<file path="src/rtl/core_control_scoreboard_pkg.sv">
// Shared core micro-architecture definitions for the control scoreboard:
// register-number type, resource indices and the counter-width default.
package core_control_scoreboard_pkg;

  localparam int CNT_W_DEFAULT = 2;
  localparam int NUM_GPR       = 16;
  localparam int PC_REG        = 15;
  localparam int FLAGS_IDX     = 16;
  localparam int NUM_RES       = 17;

  typedef logic [3:0] reg_num_t;
  typedef logic [4:0] res_idx_t;

  // Map a GPR number onto the 17-entry resource index space.
  function automatic res_idx_t gpr_res(input reg_num_t r);
    return {1'b0, r};
  endfunction

endpackage

</file>
<file path="src/rtl/core_control_scoreboard_cnt.sv">
// One in-flight write counter of the control scoreboard. Saturates at its
// maximum, holds at zero on a stray retirement and reports that as underflow.
// Flush clears the count and masks the underflow report.
module core_control_scoreboard_cnt
  import core_control_scoreboard_pkg::*;
#(
  parameter int CNT_W = CNT_W_DEFAULT
) (
  input  logic             clk,
  input  logic             rst_n,
  input  logic             inc,
  input  logic             dec,
  input  logic             flush,
  output logic [CNT_W-1:0] count,
  output logic             sat,
  output logic             underflow
);

  localparam logic [CNT_W-1:0] CNT_MAX  = {CNT_W{1'b1}};
  localparam logic [CNT_W-1:0] CNT_ZERO = {CNT_W{1'b0}};
  localparam logic [CNT_W-1:0] CNT_ONE  = CNT_W'(1);

  logic [CNT_W-1:0] count_r;
  logic [CNT_W-1:0] count_nxt_s;

  // Next count: flush wins, simultaneous inc/dec cancel, clamp at both ends.
  always_comb begin
    count_nxt_s = count_r;
    if (flush) begin
      count_nxt_s = CNT_ZERO;
    end else if (inc && !dec) begin
      if (count_r != CNT_MAX) begin
        count_nxt_s = count_r + CNT_ONE;
      end else begin
        count_nxt_s = count_r;
      end
    end else if (dec && !inc) begin
      if (count_r != CNT_ZERO) begin
        count_nxt_s = count_r - CNT_ONE;
      end else begin
        count_nxt_s = count_r;
      end
    end else begin
      count_nxt_s = count_r;
    end
  end

  // Counter register; reset discards all tracking immediately.
  always_ff @(posedge clk or negedge rst_n) begin
    if (!rst_n) begin
      count_r <= CNT_ZERO;
    end else begin
      count_r <= count_nxt_s;
    end
  end

  assign count     = count_r;
  assign sat       = (count_r == CNT_MAX);
  assign underflow = dec && !flush && (count_r == CNT_ZERO);

endmodule

</file>
<file path="src/rtl/core_control_scoreboard.sv">
// Control scoreboard: tracks in-flight GPR and flags writes with 17 small
// counters and raises per-source hazards, full and a bubble request.
// Optional feature macro: CORE_SCOREBOARD_FWD_EN -- when defined, a source
// whose only pending write retires this cycle is not reported as a hazard,
// since writeback forwarding supplies the value.
module core_control_scoreboard
  import core_control_scoreboard_pkg::*;
#(
  parameter int CNT_W = CNT_W_DEFAULT
) (
  input  logic     clk,
  input  logic     rst_n,
  input  logic     issue_valid,
  input  logic     issue_wb,
  input  reg_num_t issue_rd,
  input  logic     issue_flags,
  input  logic     wb_valid,
  input  reg_num_t wb_rd,
  input  logic     wb_flags,
  input  logic     q_rn_valid,
  input  logic     q_rm_valid,
  input  logic     q_rs_valid,
  input  reg_num_t q_rn,
  input  reg_num_t q_rm,
  input  reg_num_t q_rs,
  input  logic     q_flags,
  input  logic     flush,
  output logic     rn_hazard,
  output logic     rm_hazard,
  output logic     rs_hazard,
  output logic     flags_hazard,
  output logic     pc_hazard,
  output logic     next_bubble,
  output logic     full,
  output logic     busy,
  output logic     underflow_err
);

`ifdef CORE_SCOREBOARD_FWD_EN
  localparam logic FWD_EN = 1'b1;
`else
  localparam logic FWD_EN = 1'b0;
`endif

  localparam logic [CNT_W-1:0] CNT_ZERO = {CNT_W{1'b0}};
  localparam logic [CNT_W-1:0] CNT_ONE  = CNT_W'(1);

  logic [CNT_W-1:0]   count_s [NUM_RES];
  logic [NUM_RES-1:0] sat_s;
  logic [NUM_RES-1:0] inc_s;
  logic [NUM_RES-1:0] dec_s;
  logic [NUM_RES-1:0] uf_s;
  logic [NUM_RES-1:0] nz_s;
  logic               issue_accept_s;
  logic               full_s;
  logic               rn_hz_s;
  logic               rm_hz_s;
  logic               rs_hz_s;
  logic               flags_hz_s;
  logic               pc_hz_s;
  logic               bubble_s;
  logic               underflow_err_r;

  // A source is blocked while it has pending writes, unless forwarding covers
  // the last pending write retiring in this very cycle.
  function automatic logic src_hazard(input logic qv,
                                      input logic [CNT_W-1:0] cnt,
                                      input logic retire);
    logic fwd_hit;
    fwd_hit = FWD_EN && retire && (cnt == CNT_ONE);
    return qv && (cnt != CNT_ZERO) && !fwd_hit;
  endfunction

  // Retirement decode; independent of issue so full can look at it safely.
  always_comb begin
    dec_s = {NUM_RES{1'b0}};
    for (int i = 0; i < NUM_GPR; i++) begin
      dec_s[i] = wb_valid && (wb_rd == reg_num_t'(i));
    end
    dec_s[FLAGS_IDX] = wb_flags;
  end

  // Full: a targeted counter is saturated and nothing drains it this cycle.
  always_comb begin
    full_s = 1'b0;
    if (issue_valid) begin
      full_s = (issue_wb && sat_s[gpr_res(issue_rd)] && !dec_s[gpr_res(issue_rd)]) ||
               (issue_flags && sat_s[FLAGS_IDX] && !dec_s[FLAGS_IDX]);
    end else begin
      full_s = 1'b0;
    end
  end

  // Source hazards, the PC hazard and the combined bubble request.
  always_comb begin
    rn_hz_s    = src_hazard(q_rn_valid, count_s[gpr_res(q_rn)], dec_s[gpr_res(q_rn)]);
    rm_hz_s    = src_hazard(q_rm_valid, count_s[gpr_res(q_rm)], dec_s[gpr_res(q_rm)]);
    rs_hz_s    = src_hazard(q_rs_valid, count_s[gpr_res(q_rs)], dec_s[gpr_res(q_rs)]);
    flags_hz_s = src_hazard(q_flags, count_s[FLAGS_IDX], dec_s[FLAGS_IDX]);
    pc_hz_s    = issue_valid && nz_s[PC_REG];
    bubble_s   = rn_hz_s || rm_hz_s || rs_hz_s || flags_hz_s || pc_hz_s || full_s;
    issue_accept_s = issue_valid && !bubble_s;
  end

  // Issue decode: only an accepted instruction allocates tracking.
  always_comb begin
    inc_s = {NUM_RES{1'b0}};
    for (int i = 0; i < NUM_GPR; i++) begin
      inc_s[i] = issue_accept_s && issue_wb && (issue_rd == reg_num_t'(i));
    end
    inc_s[FLAGS_IDX] = issue_accept_s && issue_flags;
  end

  for (genvar g = 0; g < NUM_RES; g++) begin : g_cnt
    core_control_scoreboard_cnt #(.CNT_W(CNT_W)) u_cnt (
      .clk       (clk),
      .rst_n     (rst_n),
      .inc       (inc_s[g]),
      .dec       (dec_s[g]),
      .flush     (flush),
      .count     (count_s[g]),
      .sat       (sat_s[g]),
      .underflow (uf_s[g])
    );
    assign nz_s[g] = (count_s[g] != CNT_ZERO);
  end

  // Sticky underflow flag; only reset clears it.
  always_ff @(posedge clk or negedge rst_n) begin
    if (!rst_n) begin
      underflow_err_r <= 1'b0;
    end else if (|uf_s) begin
      underflow_err_r <= 1'b1;
    end else begin
      underflow_err_r <= underflow_err_r;
    end
  end

  assign rn_hazard     = rn_hz_s;
  assign rm_hazard     = rm_hz_s;
  assign rs_hazard     = rs_hz_s;
  assign flags_hazard  = flags_hz_s;
  assign pc_hazard     = pc_hz_s;
  assign next_bubble   = bubble_s;
  assign full          = full_s;
  assign busy          = |nz_s;
  assign underflow_err = underflow_err_r;

endmodule

</file>
<file path="config.mk">
export PLATFORM = sky130hd
export DESIGN_NAME = core_control_scoreboard
export DESIGN_NICKNAME = d
export VERILOG_FILES = /design/src/rtl/core_control_scoreboard_pkg.sv /design/src/rtl/core_control_scoreboard_cnt.sv /design/src/rtl/core_control_scoreboard.sv
export SDC_FILE = /design/constraint.sdc
export NUM_CORES = 1
export LEC_CHECK = 0
export CORE_MARGIN = 1.5
export CORE_UTILIZATION = 49
export CTS_BUF_LIST = sky130_fd_sc_hd__clkbuf_8
export DETAILED_ROUTE_END_ITERATION = 10
export DONT_BUFFER_PORTS = 1
export PLACE_DENSITY = 0.73
export SYNTH_ARGS = -nofsm -noshare
export SYNTH_HDL_FRONTEND = slang
export SYNTH_SLANG_ARGS = --single-unit
</file>
<file path="constraint.sdc">
create_clock -name clk -period 3.95 [get_ports clk]
set_input_delay 0.395 -clock clk [delete_from_list [all_inputs] [get_ports clk]]
set_output_delay 0.395 -clock clk [all_outputs]
set_load 0.02 [all_outputs]
</file>
# ---- Word level (Yosys, flattened, before mapping)
# Cells that the tools add are included.
dict set report word_totals {
  regBits 35
  in_bits 32
  out_inout_bits 9
  elab_cells 486
}
dict set report op_classes {
  add_sub_neg 34
  magnitude_cmp 4
  n_eq_ne 81
  muxes 99
  bitwise_logic 3
  reduce_logical 247
}
# cell n
set ops {}
lappend ops {{$mux W2} 91}
lappend ops {{$logic_and A1 B1 Y1} 112}
lappend ops {{$reduce_bool A3 Y1} 34}
lappend ops {{$eq A4 B4 Y1 const B} 16}
lappend ops {{$ne A3 B3 Y1 const B} 17}
lappend ops {{$reduce_and A3 Y1} 17}
lappend ops {{$reduce_bool A2 Y1} 20}
lappend ops {{$logic_not A1 Y1} 37}
lappend ops {{$add A2 B1 Y2 const B} 17}
lappend ops {{$eq A2 B2 Y1 const B} 17}
lappend ops {{$logic_not A2 Y1} 17}
lappend ops {{$ne A2 B2 Y1 const B} 17}
lappend ops {{$reduce_or A17 Y1} 2}
lappend ops {{$sub A2 B1 Y2 const B} 17}
lappend ops {{$eq A4 B3 Y1 const B} 8}
lappend ops {{$bmux W2 S5} 3}
lappend ops {{$ge A6 B6 Y1 const B} 3}
lappend ops {{$not A4 Y6} 3}
lappend ops {{$eq A4 B2 Y1 const B} 4}
lappend ops {{$bmux W1 S4} 2}
lappend ops {{$eq A4 B1 Y1 const B} 2}
lappend ops {{$logic_not A4 Y1} 2}
lappend ops {{$logic_or A1 B1 Y1} 6}
lappend ops {{$lt A4 B6 Y1 const B} 1}
lappend ops {{$mux W1} 3}

# ---- Depth between registers and ports, before layout
# Gate-level depths: netlist of the first run.
dict set report depth {
  depth_word 20
  mapped_depth 11
  depth_no_buf 9
}

# ---- Cells and area by module
# From an unflattened synthesis of the first run, not the netlist that was laid out.
dict set report unflattened {
  hier_cells 422
  area_unflattened_um2 3687.3
}
# module n_inst cells_each area_each_um2 seq_area_each_um2
set by_module_without_submodules {}
lappend by_module_without_submodules {core_control_scoreboard_cnt 17 14 136.4 50.0}
lappend by_module_without_submodules {core_control_scoreboard 1 184 1368.8 25.0}

# ---- Least setup slack after synthesis of the first run
# OpenSTA, ideal clock, no wires.
dict set report synth_path {
  kind {input-to-reg}
  startpoint {input port q_rm[2]}
  endpoint {register g_cnt[14].u_cnt.count_r[0]}
  setup_ns 0.082
  t_arrival_ns 2.770
  t_required_ns 3.868
  setup_slack_ns 1.098
  cell_stages 8
  n_path_buf 1
  cell_sequence {buf_2 > mux4_2 > a22o_1 > a211oi_2 > a2111oi_4 > and4_4 > or4b_1 > a31oi_1}
}
dict set report synth_between {
  elab_chain_len 19
  elab_cells_between_ends 24
  cone_classes {eq/ne: 1; mux: 5; bitwise: 1; reduce/logical: 17}
}
# item line_no
set synth_rtl {}
lappend synth_rtl {{start, declared} core_control_scoreboard.sv:24} ;# input reg_num_t q_rm,
lappend synth_rtl {{$not A4 Y6 (implied by the code) (*)} core_control_scoreboard.sv:97} ;# rm_hz_s = src_hazard(q_rm_valid, count_s[gpr_res(q_rm)], dec_s[gpr_res(q_rm)]);
lappend synth_rtl {{$bmux W2 S5 (*)} core_control_scoreboard.sv:97}
lappend synth_rtl {{$mux W2 (implied by the code) (*) (2 in series)} core_control_scoreboard.sv:97}
lappend synth_rtl {{$reduce_bool A2 Y1 (*)} core_control_scoreboard.sv:71} ;# return qv && (cnt != CNT_ZERO) && !fwd_hit;
lappend synth_rtl {{$logic_and A1 B1 Y1 (*)} core_control_scoreboard.sv:71}
lappend synth_rtl {{net rm_hazard} core_control_scoreboard.sv:29} ;# output logic rm_hazard,
lappend synth_rtl {{$logic_or A1 B1 Y1 (*) (5 in series)} core_control_scoreboard.sv:101} ;# bubble_s = rn_hz_s || rm_hz_s || rs_hz_s || flags_hz_s || pc_hz_s || full_s;
lappend synth_rtl {{$logic_not A1 Y1 (*)} core_control_scoreboard.sv:102} ;# issue_accept_s = issue_valid && !bubble_s;
lappend synth_rtl {{$logic_and A1 B1 Y1 (*)} core_control_scoreboard.sv:102}
lappend synth_rtl {{$logic_and A1 B1 Y1 (*) (2 in series)} core_control_scoreboard.sv:109} ;# inc_s[i] = issue_accept_s && issue_wb && (issue_rd == reg_num_t'(i));
lappend synth_rtl {{$logic_not A1 Y1} core_control_scoreboard_cnt.sv:37} ;# end else if (dec && !inc) begin
lappend synth_rtl {{$logic_and A1 B1 Y1} core_control_scoreboard_cnt.sv:37}
lappend synth_rtl {{$reduce_bool A3 Y1 (no source line)} n/a}
lappend synth_rtl {{$reduce_and A3 Y1 (no source line)} n/a}
lappend synth_rtl {{end signal, assigned} core_control_scoreboard_cnt.sv:53} ;# count_r <= count_nxt_s;
lappend synth_rtl {{end, declared} core_control_scoreboard_cnt.sv:23} ;# logic [CNT_W-1:0] count_r;
# The timed path passes the listed nets; every way through them passes the cells marked *. The select of a mux whose other input is x is not followed.
# A chain may end at the register's enable or synchronous reset.

# ---- Worst setup path after layout of the first run
dict set report layout_path {
  startpoint {register g_cnt[8].u_cnt.count_r[0]}
  endpoint {register g_cnt[5].u_cnt.count_r[0]}
}
dict set report layout_between {
  elab_chain_len 18
  elab_cells_between_ends 40
  cone_classes {eq/ne: 2; mux: 14; reduce/logical: 24}
}
# item line_no
set layout_rtl {}
lappend layout_rtl {{start, declared} core_control_scoreboard_cnt.sv:23}
lappend layout_rtl {{start signal, assigned} core_control_scoreboard_cnt.sv:53}
lappend layout_rtl {{$bmux W2 S5 (on tied branches)} {core_control_scoreboard.sv:96, core_control_scoreboard.sv:97}}
lappend layout_rtl {{$mux W2 (on tied branches) (2 in series)} {core_control_scoreboard.sv:96, core_control_scoreboard.sv:97}}
lappend layout_rtl {{$reduce_bool A2 Y1} core_control_scoreboard.sv:71}
lappend layout_rtl {{$logic_and A1 B1 Y1} core_control_scoreboard.sv:71}
lappend layout_rtl {{$logic_or A1 B1 Y1 (4 in series)} core_control_scoreboard.sv:101}
lappend layout_rtl {{$logic_or A1 B1 Y1 (*)} core_control_scoreboard.sv:101}
lappend layout_rtl {{$logic_not A1 Y1 (*)} core_control_scoreboard.sv:102}
lappend layout_rtl {{$logic_and A1 B1 Y1 (*)} core_control_scoreboard.sv:102}
lappend layout_rtl {{$logic_and A1 B1 Y1 (*) (2 in series)} core_control_scoreboard.sv:109}
lappend layout_rtl {{$logic_not A1 Y1} core_control_scoreboard_cnt.sv:37}
lappend layout_rtl {{$logic_and A1 B1 Y1} core_control_scoreboard_cnt.sv:37}
lappend layout_rtl {{$reduce_bool A3 Y1 (no source line)} n/a}
lappend layout_rtl {{$reduce_and A3 Y1 (no source line)} n/a}
lappend layout_rtl {{end signal, assigned} core_control_scoreboard_cnt.sv:53}
lappend layout_rtl {{end, declared} core_control_scoreboard_cnt.sv:23}
# Mark *: on every way between the ends. The rest lies on a longest branch, timed or not. The select of a mux whose other input is x is not followed.

==> flow_metrics.py, run 1 <==
metrics = {
    "run_status": {
        "status": "finished clean",
    },
    "placed_design": {
        "dp.cells": 517,
        "io_buffers": 0,
        "gp_congestion": 1.05,
        "post-place-ws_ns": 0.724,
        "detailed_place.area_um2": 3470,
        "dp_hpwl_um": 8600,
    },
    "sta": {
        "finClkSkew_ns": 0.0121,
        "fin_tns_setup_ns": 0,
        "layout_min_cycle_time_ns": 3.34,
        "layout_setup_ws_ns": 0.613,
        "maxSlewHeadroom_pct": 50.9,
        "rsz0062_at_grt": "no",
        "period_share_pct": 84.5,
        "finalSetupViolCount": 0,
        "slew_violations": 0,
        "tightest_slew_ns": 0.730,
        "hold_violations": 0,
        "fin_hold_ws_ns": 0.170,
        "fmax_ghz": 0.300,
    },
    "job": {
        "maxCapViolCount": 0,
    },
    "setup_path": {
        "crit_type": "reg -> reg",
        "cp-end-kind": "flip-flop",
        "cp.required_ns": 4.14,
        "r2r_cells": 9,
        "cp.arrival_ns": 3.53,
        "critPathMaxFanout": 27,
        "cp-startpoint": "g_cnt[8].u_cnt.count[0]$_DFFE_PN0P_",
        "cp-start-kind": "flip-flop",
        "rrSetupSlack_ns": 0.61,
        "reg2reg_to": "g_cnt[5].u_cnt.count[0]$_DFFE_PN0P_",
        "reg2reg_from": "g_cnt[8].u_cnt.count[0]$_DFFE_PN0P_",
    },
    "routing": {
        "wl_per_cell_um": 21.8,
        "routed_wl_um": 11500,
        "antenna_left": 0,
        "route.vias.total": 3688,
        "viasPerCell": 7.00,
        "first_pass_iters": 5,
        "drt_iter0_drc": 440,
        "route.detailed.drc": 0,
    },
    "global_route": {
        "antenna_found_initial": 0,
        "grt-ovfl-total": 0,
        "grt_first_pass_wirelength_um": 18200,
        "grt_pass1_vias": 3374,
        "track_usage_pct": 31.2,
        "grt_max_degree": 42,
    },
    "floorplan": {
        "die_y_um": 87.4,
        "coreArea_um2": 6830,
        "die-area_um2": 7630,
        "initial_core_util_pct": 51.0,
        "io_pins": 41,
        "num_rows": 30,
        "die_w_um": 87.4,
    },
    "hold_path": {
        "min_to": "g_cnt[3].u_cnt.count[0]$_DFFE_PN0P_",
        "hp-class": "in -> reg",
        "whs_path_depth": 1,
        "hold_path_startpoint": "flush",
    },
    "cells_and_area": {
        "finalNonFillerCells": 527,
        "fillCellCount": 687,
        "final_cell_area_um2": 3590,
        "fin_util_pct": 52.5,
        "num-nets-final": 462,
        "layout-drive-gt1-share_pct": 11.1,
        "diodes": 0,
        "area_growth_pct": 2.83,
    },
    "synth": {
        "ys_seq_area_share_pct": 25.1,
        "synthArstFlopShare_pct": 100,
        "netlist_instances": 443,
        "synth_ff_type": "dfrtp_1",
        "yosys.cell_types.count": 74,
        "ys_warn_count": 0,
        "synthesis.area_um2": 3490,
        "synth_edf_count": 0,
        "avgSynthCellArea_um2": 7.87,
        "synth-seq-cells": 35,
        "syn_nets": 475,
    },
    "clock_network": {
        "cts-resized-gates": 0,
        "cts.sinks": 35,
        "post_cts_buffers": 0,
        "path_clk_slew_ns": 0.07,
        "clock_path_buffers": 2,
        "hold_buffers": 2,
        "numCtsBuffers": 5,
        "root_buffer": "clkbuf_8",
        "cts_tree": "yes",
        "cts_htree_levels": 2,
        "clock_latency_ns": 0.29,
    },
    "power_and_ir_drop": {
        "internal_power_mw": 0.529,
        "p_switching_mw": 0.243,
        "pwr-share-comb_pct": 19.7,
        "sw_frac_of_total_pct": 31.5,
        "ir_drop_uv": 187,
        "pwr-share-clk_pct": 33.1,
        "finalPower_mw": 0.773,
        "seqPwrFrac_pct": 47.2,
        "power_density_nw_per_um2": 215,
        "p_leak_nw": 1.28,
    },
}
## critical path, cell delays in order, from the launching register on
cell and delay [ns]:
dfrtp_1 0.44, nor2_1 0.39, mux4_1 0.34, nor2_1 0.05, a311o_1 0.31, a2111oi_4 0.65, and3_1 0.32, buf_4 0.33
a31oi_1 0.14, a311oi_1 0.27
## metal layers
| layer | vias up | part of all wire, % | track usage [%] |
|---|---|---|---|
| met5 | - | 0 | 0 |
| met2 | 230 | 45 | 48.8 |
| li1 | 1670 | - | - |
| met4 | 0 | 2.6 | 9.09 |
| met1 | 1759 | 42 | 43.6 |
| met3 | 29 | 10 | 6.26 |
## sequential cells by signal (all words and copies together), names as in the netlist
signal / count
g_cnt.u_cnt.count: 34
underflow_err: 1
## area by class of cell
cell class / instances / area, um2 / area share, %
clock buffers: 5 / 68.8 / 1.92
clock inverters: 3 / 12.5 / 0.349
inverters: 8 / 32.5 / 0.907
multi-input cells: 376 / 2430 / 67.8
flip-flops and latches: 35 / 876 / 24.4
well taps: 96 / 120 / 3.35
repair buffers: 4 / 45.0 / 1.26
## cell families after synthesis
family | after synthesis | share of synthesized area (%)
buffers and inverters | 32 | 5.17
flip-flops | 35 | 25.1
XOR/XNOR | 4 | 1.00
AO/OA/AOI/OAI | 124 | 25.0
AND/OR/NAND/NOR | 234 | 36.0
multiplexers | 14 | 7.68
## cell usage in the layout (no fill, tap or decap), drive strengths merged, types with 6 or more instances in the layout
master / count
and3: 6
mux4: 9
o21ai: 27
nor2b: 10
nand2: 45
dfrtp: 35
nand4: 13
nor3: 21
a311oi: 6
nor2: 61
nand3: 14
a21oi: 25
nand2b: 9
a31oi: 15
o2111ai: 10
nor3b: 7
and2: 11
inv: 9
or2: 10
## worst max path at each step
| stage | endpoint | slack (ns) | cells past startpoint |
|---|---|---|---|
| 2_1_floorplan | g_cnt[14].u_cnt.count[0]$_DFFE_PN0P_ | 1.10 | 8 |
| 3_3_place_gp | g_cnt[5].u_cnt.count[0]$_DFFE_PN0P_ | 0.85 | 9 |
| 3_5_place_dp | g_cnt[5].u_cnt.count[0]$_DFFE_PN0P_ | 0.72 | 9 |
| 4_1_cts | g_cnt[5].u_cnt.count[0]$_DFFE_PN0P_ | 0.70 | 9 |
| 5_1_grt | g_cnt[4].u_cnt.count[0]$_DFFE_PN0P_ | 0.43 | 9 |
| 6_report | g_cnt[5].u_cnt.count[0]$_DFFE_PN0P_ | 0.61 | 9 |
## power by group through the flow
stage               registers, mW  logic, mW  clock network (mW)
detailed placement          0.372      0.137                   0
floorplan                   0.370      0.127                   0
global placement            0.371      0.137                   0
finish                      0.365      0.152               0.256
CTS                         0.364      0.148               0.260
global route                0.365      0.163               0.279
## cells in the mapped netlist, types with 4 or more instances
library cell	count	area share, %
clkbuf_1	5	0.54
nor3b_1	7	1.5
mux4_2	5	3.2
mux2i_1	5	1.4
o2111ai_1	10	2.5
dfrtp_1	35	25
o21ai_0	26	3.7
nand2_1	45	4.8
o211ai_1	5	1.1
inv_1	6	0.65
nor2_2	4	0.72
or2_2	9	1.6
a21oi_1	25	3.6
nand2b_1	8	1.4
a311oi_1	5	1.3
and2_1	9	1.6
nand3_1	14	2.0
mux4_1	4	3.0
nor3_1	21	3.0
xnor2_1	4	1.0
nand4_1	13	2.3
buf_2	12	1.7
a31oi_1	15	2.7
nand3b_1	4	0.86
and3_1	4	0.72
nor2_1	56	6.0
nor2b_1	10	1.8
or4_1	4	0.86
No activity file was read; power rests on OpenSTA's default activity.
==> run 2: changes to the inputs <==
clock period = 3.4 ns   (was 3.95 ns; I/O delays follow)
==> run 2 against run 1 <==
Net effect: total power increased by 18%; sequential power is 16% higher; hold slack got worse by 0.069 ns; combinational power is 25% higher; setup slack worse by 0.45 ns; largest power group unchanged.
==> flow_metrics.py, run 2 (synthesized netlist as in run 1, its figures left out) <==
metrics = {
    "placed_design": {
        "io_buffers": 0,
        "dp_hpwl_um": 8750,
        "gp_congestion": 1.02,
    },
    "power_and_ir_drop": {
        "p_leak_nw": 1.31,
        "power_density_nw_per_um2": 251,
        "internal_power_mw": 0.623,
        "seqPwrFrac_pct": 46.3,
        "finalPower_mw": 0.914,
        "pwr-share-clk_pct": 32.9,
        "pwr-share-comb_pct": 20.7,
        "ir_drop_uv": 115,
        "p_switching_mw": 0.291,
        "sw_frac_of_total_pct": 31.8,
    },
    "sta": {
        "finClkSkew_ns": 0.00874,
        "tightest_slew_ns": 0.700,
        "fin_tns_setup_ns": 0,
        "slew_violations": 0,
        "rsz0062_at_grt": "no",
        "hold_violations": 0,
        "fmax_ghz": 0.309,
        "layout_min_cycle_time_ns": 3.24,
        "period_share_pct": 95.2,
        "maxSlewHeadroom_pct": 53.0,
        "finalSetupViolCount": 0,
    },
    "routing": {
        "routed_wl_um": 11600,
        "drt_iter0_drc": 494,
        "antenna_left": 0,
        "viasPerCell": 7.07,
        "wl_per_cell_um": 21.8,
        "route.vias.total": 3777,
        "first_pass_iters": 5,
        "route.detailed.drc": 0,
    },
    "clock_network": {
        "hold_buffers": 2,
        "clock_path_buffers": 2,
        "path_clk_slew_ns": 0.08,
        "root_buffer": "clkbuf_8",
        "cts_htree_levels": 2,
        "cts_tree": "yes",
        "clock_latency_ns": 0.30,
        "cts-resized-gates": 0,
        "cts.sinks": 35,
        "numCtsBuffers": 5,
        "post_cts_buffers": 0,
    },
    "global_route": {
        "grt_pass1_vias": 3522,
        "track_usage_pct": 31.4,
        "grt_max_degree": 42,
        "grt_first_pass_wirelength_um": 18500,
        "antenna_found_initial": 0,
        "grt-ovfl-total": 0,
    },
    "setup_path": {
        "critPathTopFamily": "multiplexers",
        "cp.arrival_ns": 2.90,
        "cpPeakStageDelay_ns": 0.53,
        "crit_type": "reg -> out",
        "cp.buffers_inverters": 2,
        "cp.required_ns": 3.06,
        "cp-end-kind": "output port",
        "critPathMaxFanout": 10,
        "cp-start-kind": "flip-flop",
        "crit_slowest_cell": "dfrtp_1",
        "path_cells": "nor2_1 > mux4_1 > mux4_2 > nor2_4 > a2111oi_4 > buf_4 > and3_1 > inv_4",
    },
    "cells_and_area": {
        "layout_common_cells": "nor2_1 (56), nand2_1 (45), dfrtp_1 (35)",
        "diodes": 0,
        "layout-drive-gt1-share_pct": 12.6,
        "final_common_cell": "nor2_1",
        "num-nets-final": 469,
        "largest_reg_flops": 34,
        "area_growth_pct": 4.34,
    },
    "floorplan": {
        "die-area_um2": 7630,
        "initial_core_util_pct": 51.0,
        "coreArea_um2": 6830,
        "die_y_um": 87.4,
        "die_w_um": 87.4,
        "num_rows": 30,
        "io_pins": 41,
    },
    "run_status": {
        "status": "finished clean",
    },
    "job": {
        "maxCapViolCount": 0,
    },
    "hold_path": {
        "hp-class": "in -> reg",
    },
}
## run 2: layer usage
layer	global-route usage (%)	share of wire, %
met5	0	0
met2	48.7	44
met3	5.12	10
met1	43.0	41
met4	13.7	4.2
## run 2: power groups by stage
stage | combinational [mW] | sequential [mW] | clock, mW
finish | 0.190 | 0.424 | 0.301
global route | 0.202 | 0.424 | 0.321
CTS | 0.185 | 0.423 | 0.298
detailed placement | 0.172 | 0.432 | 0
global placement | 0.170 | 0.431 | 0
floorplan | 0.147 | 0.430 | 0
## run 2: worst paths after layout
check,start,endpoint,slack (ns),cells past startpoint
setup / recovery,g_cnt[10].u_cnt.count[0]$_DFFE_PN0P_,next_bubble,0.16,8
hold / removal,flush,g_cnt[16].u_cnt.count[1]$_DFFE_PN0P_,0.10,1
setup reg to reg,g_cnt[10].u_cnt.count[0]$_DFFE_PN0P_,g_cnt[14].u_cnt.count[0]$_DFFE_PN0P_,0.26,9
hold reg to reg,g_cnt[12].u_cnt.count[1]$_DFFE_PN0P_,g_cnt[12].u_cnt.count[1]$_DFFE_PN0P_,0.59,2
max in group asynchronous,rst_n,g_cnt[7].u_cnt.count[0]$_DFFE_PN0P_,2.70,2
min in group asynchronous,rst_n,g_cnt[9].u_cnt.count[0]$_DFFE_PN0P_,0.50,2
## run 2: cell type report
class | count | area (um2)
Fill cell | 640 | 3190
Multi-Input combinational cell | 376 | 2430
Sequential cell | 35 | 876
Tap cell | 96 | 120
Timing Repair Buffer | 11 | 97.6
Clock buffer | 5 | 68.8
Inverter | 8 | 32.5
Clock inverter | 3 | 12.5
## run 2: through the flow
| step | instance area [um2] | utilization (%) | hold slack [ns] | cells | setup slack (ns) |
|---|---|---|---|---|---|
| after CTS | 3640 | 53.3 | 0.104 | 534 | 0.210 |
| after detailed placement | 3530 | 51.6 | 0.0455 | 524 | 0.311 |
| after floorplan | 3490 | - | 0.0444 | 443 | 0.603 |
| after global placement | 3530 | 51.6 | 0.0458 | 524 | 0.358 |
| final | 3640 | 53.3 | 0.101 | 534 | 0.162 |
| after global routing | 3640 | 53.3 | 0.0937 | 534 | 0.0748 |
==> run 3: changes to the inputs <==
CORE_UTILIZATION = 60   (was 49)
PLACE_DENSITY = 0.85   (was 0.73)
SLEW_MARGIN = 20   (was unset)
SYNTH_HIERARCHICAL = 1   (was unset)
==> run 3 against run 2 <==
Net effect: maximum frequency shrank 2.7%; sequential share of layout area shrank 1.4 points; routed wire length shrank 13%; critical path type is now reg -> reg.
==> flow_metrics.py, run 3 <==
metrics = {
    "floorplan": {
        "die_w_um": 81.4,
        "io_pins": 41,
        "coreArea_um2": 5920,
        "num_rows": 28,
        "die-area_um2": 6630,
        "initial_core_util_pct": 62.3,
        "die_y_um": 81.4,
    },
    "routing": {
        "first_pass_iters": 6,
        "route.detailed.drc": 0,
        "wl_per_cell_um": 20.5,
        "route.vias.total": 3527,
        "routed_wl_um": 10200,
        "antenna_left": 0,
        "drt_iter0_drc": 360,
        "viasPerCell": 7.11,
    },
    "power_and_ir_drop": {
        "ir_drop_uv": 200,
        "p_leak_nw": 1.34,
        "finalPower_mw": 0.883,
        "power_density_nw_per_um2": 228,
    },
    "synth": {
        "netlist_instances": 422,
        "synthArstFlopShare_pct": 100,
        "ys_warn_count": 6,
        "ys_top_cells_by_count": "nor2_1 (53), dfrtp_1 (35), nand2_1 (30)",
        "synth_ff_type": "dfrtp_1",
        "ys_seq_area_share_pct": 23.8,
        "synthTopCellsByArea": "dfrtp_1 (24%), mux4_2 (7.3%), a221oi_2 (6.9%)",
        "synth_edf_count": 0,
        "synthesis.area_um2": 3690,
        "synth.most_common_cell": "nor2_1",
        "yosysTopAreaCellShare_pct": 23.8,
        "avgSynthCellArea_um2": 8.74,
        "syn_nets": 454,
        "yosys.cell_types.count": 52,
        "yosysTopAreaCell": "dfrtp_1",
        "synth-seq-cells": 35,
    },
    "cells_and_area": {
        "final_common_cell": "nor2_1",
        "fin_util_pct": 65.4,
        "num-nets-final": 453,
        "area_growth_pct": 4.99,
        "fillCellCount": 481,
        "finalNonFillerCells": 496,
        "largest_reg_flops": 34,
        "diodes": 0,
        "ff_latch_area_um2": 876,
        "multi_input_area_um2": 2720,
        "layout_common_cells": "nor2_1 (53), dfrtp_1 (35), nand2_1 (30)",
        "layout-drive-gt1-share_pct": 24.0,
    },
    "setup_path": {
        "cp.buffers_inverters": 0,
        "critical_path_depth": 10,
        "cpPeakStageDelay_ns": 0.58,
        "r2r_cells": 10,
        "cp.arrival_ns": 3.52,
        "critPathTopFamily": "simple AND/OR/NAND/NOR gates",
        "crit_type": "reg -> reg",
        "cp-end-kind": "flip-flop",
        "crit_slowest_cell": "nor4_1",
        "path_cells": "and2_1 > mux4_2 > nor3b_2 > a31oi_1 > o211ai_2 > nand4_4 > nor4_1 > or2b_2 > o21ai_2 > a221oi_2",
        "cp-start-kind": "flip-flop",
        "critPathMaxFanout": 16,
        "cp.required_ns": 3.60,
    },
    "clock_network": {
        "numCtsBuffers": 5,
        "cts.sinks": 35,
        "cts_tree": "yes",
        "clock_path_buffers": 2,
        "clock_latency_ns": 0.30,
        "cts_htree_levels": 2,
        "path_clk_slew_ns": 0.07,
        "root_buffer": "clkbuf_8",
    },
    "sta": {
        "finClkSkew_ns": 0.0101,
        "fmax_ghz": 0.301,
        "hold_violations": 0,
        "finalSetupViolCount": 0,
        "rsz0062_at_grt": "yes",
        "period_share_pct": 97.9,
        "slew_violations": 0,
        "tightest_slew_ns": 0.724,
        "maxSlewHeadroom_pct": 51.1,
        "layout_min_cycle_time_ns": 3.33,
    },
    "placed_design": {
        "gp_congestion": 0.936,
        "dp.cells": 487,
        "dp_hpwl_um": 7560,
        "io_buffers": 0,
    },
    "global_route": {
        "grt_max_degree": 52,
        "antenna_found_initial": 0,
        "track_usage_pct": 32.0,
        "grt_first_pass_wirelength_um": 15900,
        "grt_pass1_vias": 3222,
        "grt-ovfl-total": 0,
    },
    "run_status": {
        "status": "finished clean",
    },
    "hold_path": {
        "whs_path_depth": 1,
        "hp-class": "in -> reg",
    },
    "job": {
        "maxCapViolCount": 0,
    },
}
-- run 3: final timing paths --
kind	start	endpoint	slack, ns
min in group asynchronous	rst_n	underflow_err$_DFFE_PN0P_	0.50
worst max register to register	g_cnt[12].u_cnt/count[1]$_DFFE_PN0P_	g_cnt[12].u_cnt/count[0]$_DFFE_PN0P_	0.07
worst max-delay path	g_cnt[12].u_cnt/count[1]$_DFFE_PN0P_	g_cnt[12].u_cnt/count[0]$_DFFE_PN0P_	0.07
max in group asynchronous	rst_n	g_cnt[1].u_cnt/count[1]$_DFFE_PN0P_	2.70
worst min register to register	g_cnt[9].u_cnt/count[0]$_DFFE_PN0P_	g_cnt[9].u_cnt/count[0]$_DFFE_PN0P_	0.54
worst min-delay path	flush	g_cnt[9].u_cnt/count[0]$_DFFE_PN0P_	0.1
-- run 3: stage by stage --
stage                     setup WS (ns)  setup TNS [ns]  hold slack (ns)  area, um2
final                            0.0726               0           0.0986       3870
after CTS                         0.141               0           0.0896       3860
after floorplan                   0.761               0           0.0444       3690
after global placement            0.312               0           0.0462       3750
after global routing            -0.0474         -0.0912           0.0811       3870
after detailed placement          0.158               0           0.0460       3750
-- run 3: cell type report --
cell class,instances,share of cell area (%)
flip-flops and latches,35,22.6
clock inverters,1,0.129
multi-input cells,364,70.4
well taps,75,2.42
inverters,10,0.970
repair buffers,5,1.36
clock buffers,6,2.13
-- run 3: power by group --
| part | switching (mW) | leakage [nW] | internal [mW] |
|---|---|---|---|
| Sequential | 0.00432 | 0.483 | 0.419 |
| Clock | 0.154 | 0.0470 | 0.159 |
| Combinational | 0.0884 | 0.813 | 0.0588 |
-- run 3: timing repair --
item                       4_1_cts  5_1_grt
resized for setup                0        1
hold buffers                     2        0
hold endpoints to repair        35        0
setup endpoints to repair        0        4
setup buffers                    0        0
-- run 3: metal layers --
| metal | routed length [um] | GRT usage, % |
|---|---|---|
| met2 | 5060 | 53.1 |
| met4 | 305 | 12.4 |
| met3 | 993 | 7.75 |
| met1 | 3790 | 39.9 |
| met5 | 0 | 0 |
-- run 3: cells by family (layout without fill, tap and decap cells) --
family,count (synthesis),count (layout),share of synthesized area [%]
compound gates,83,83,19.1
xor+xnor,4,4,0.950
simple gates,259,259,44.2
flops,35,35,23.8
buf+inv,23,22,2.95
mux,18,18,9.06
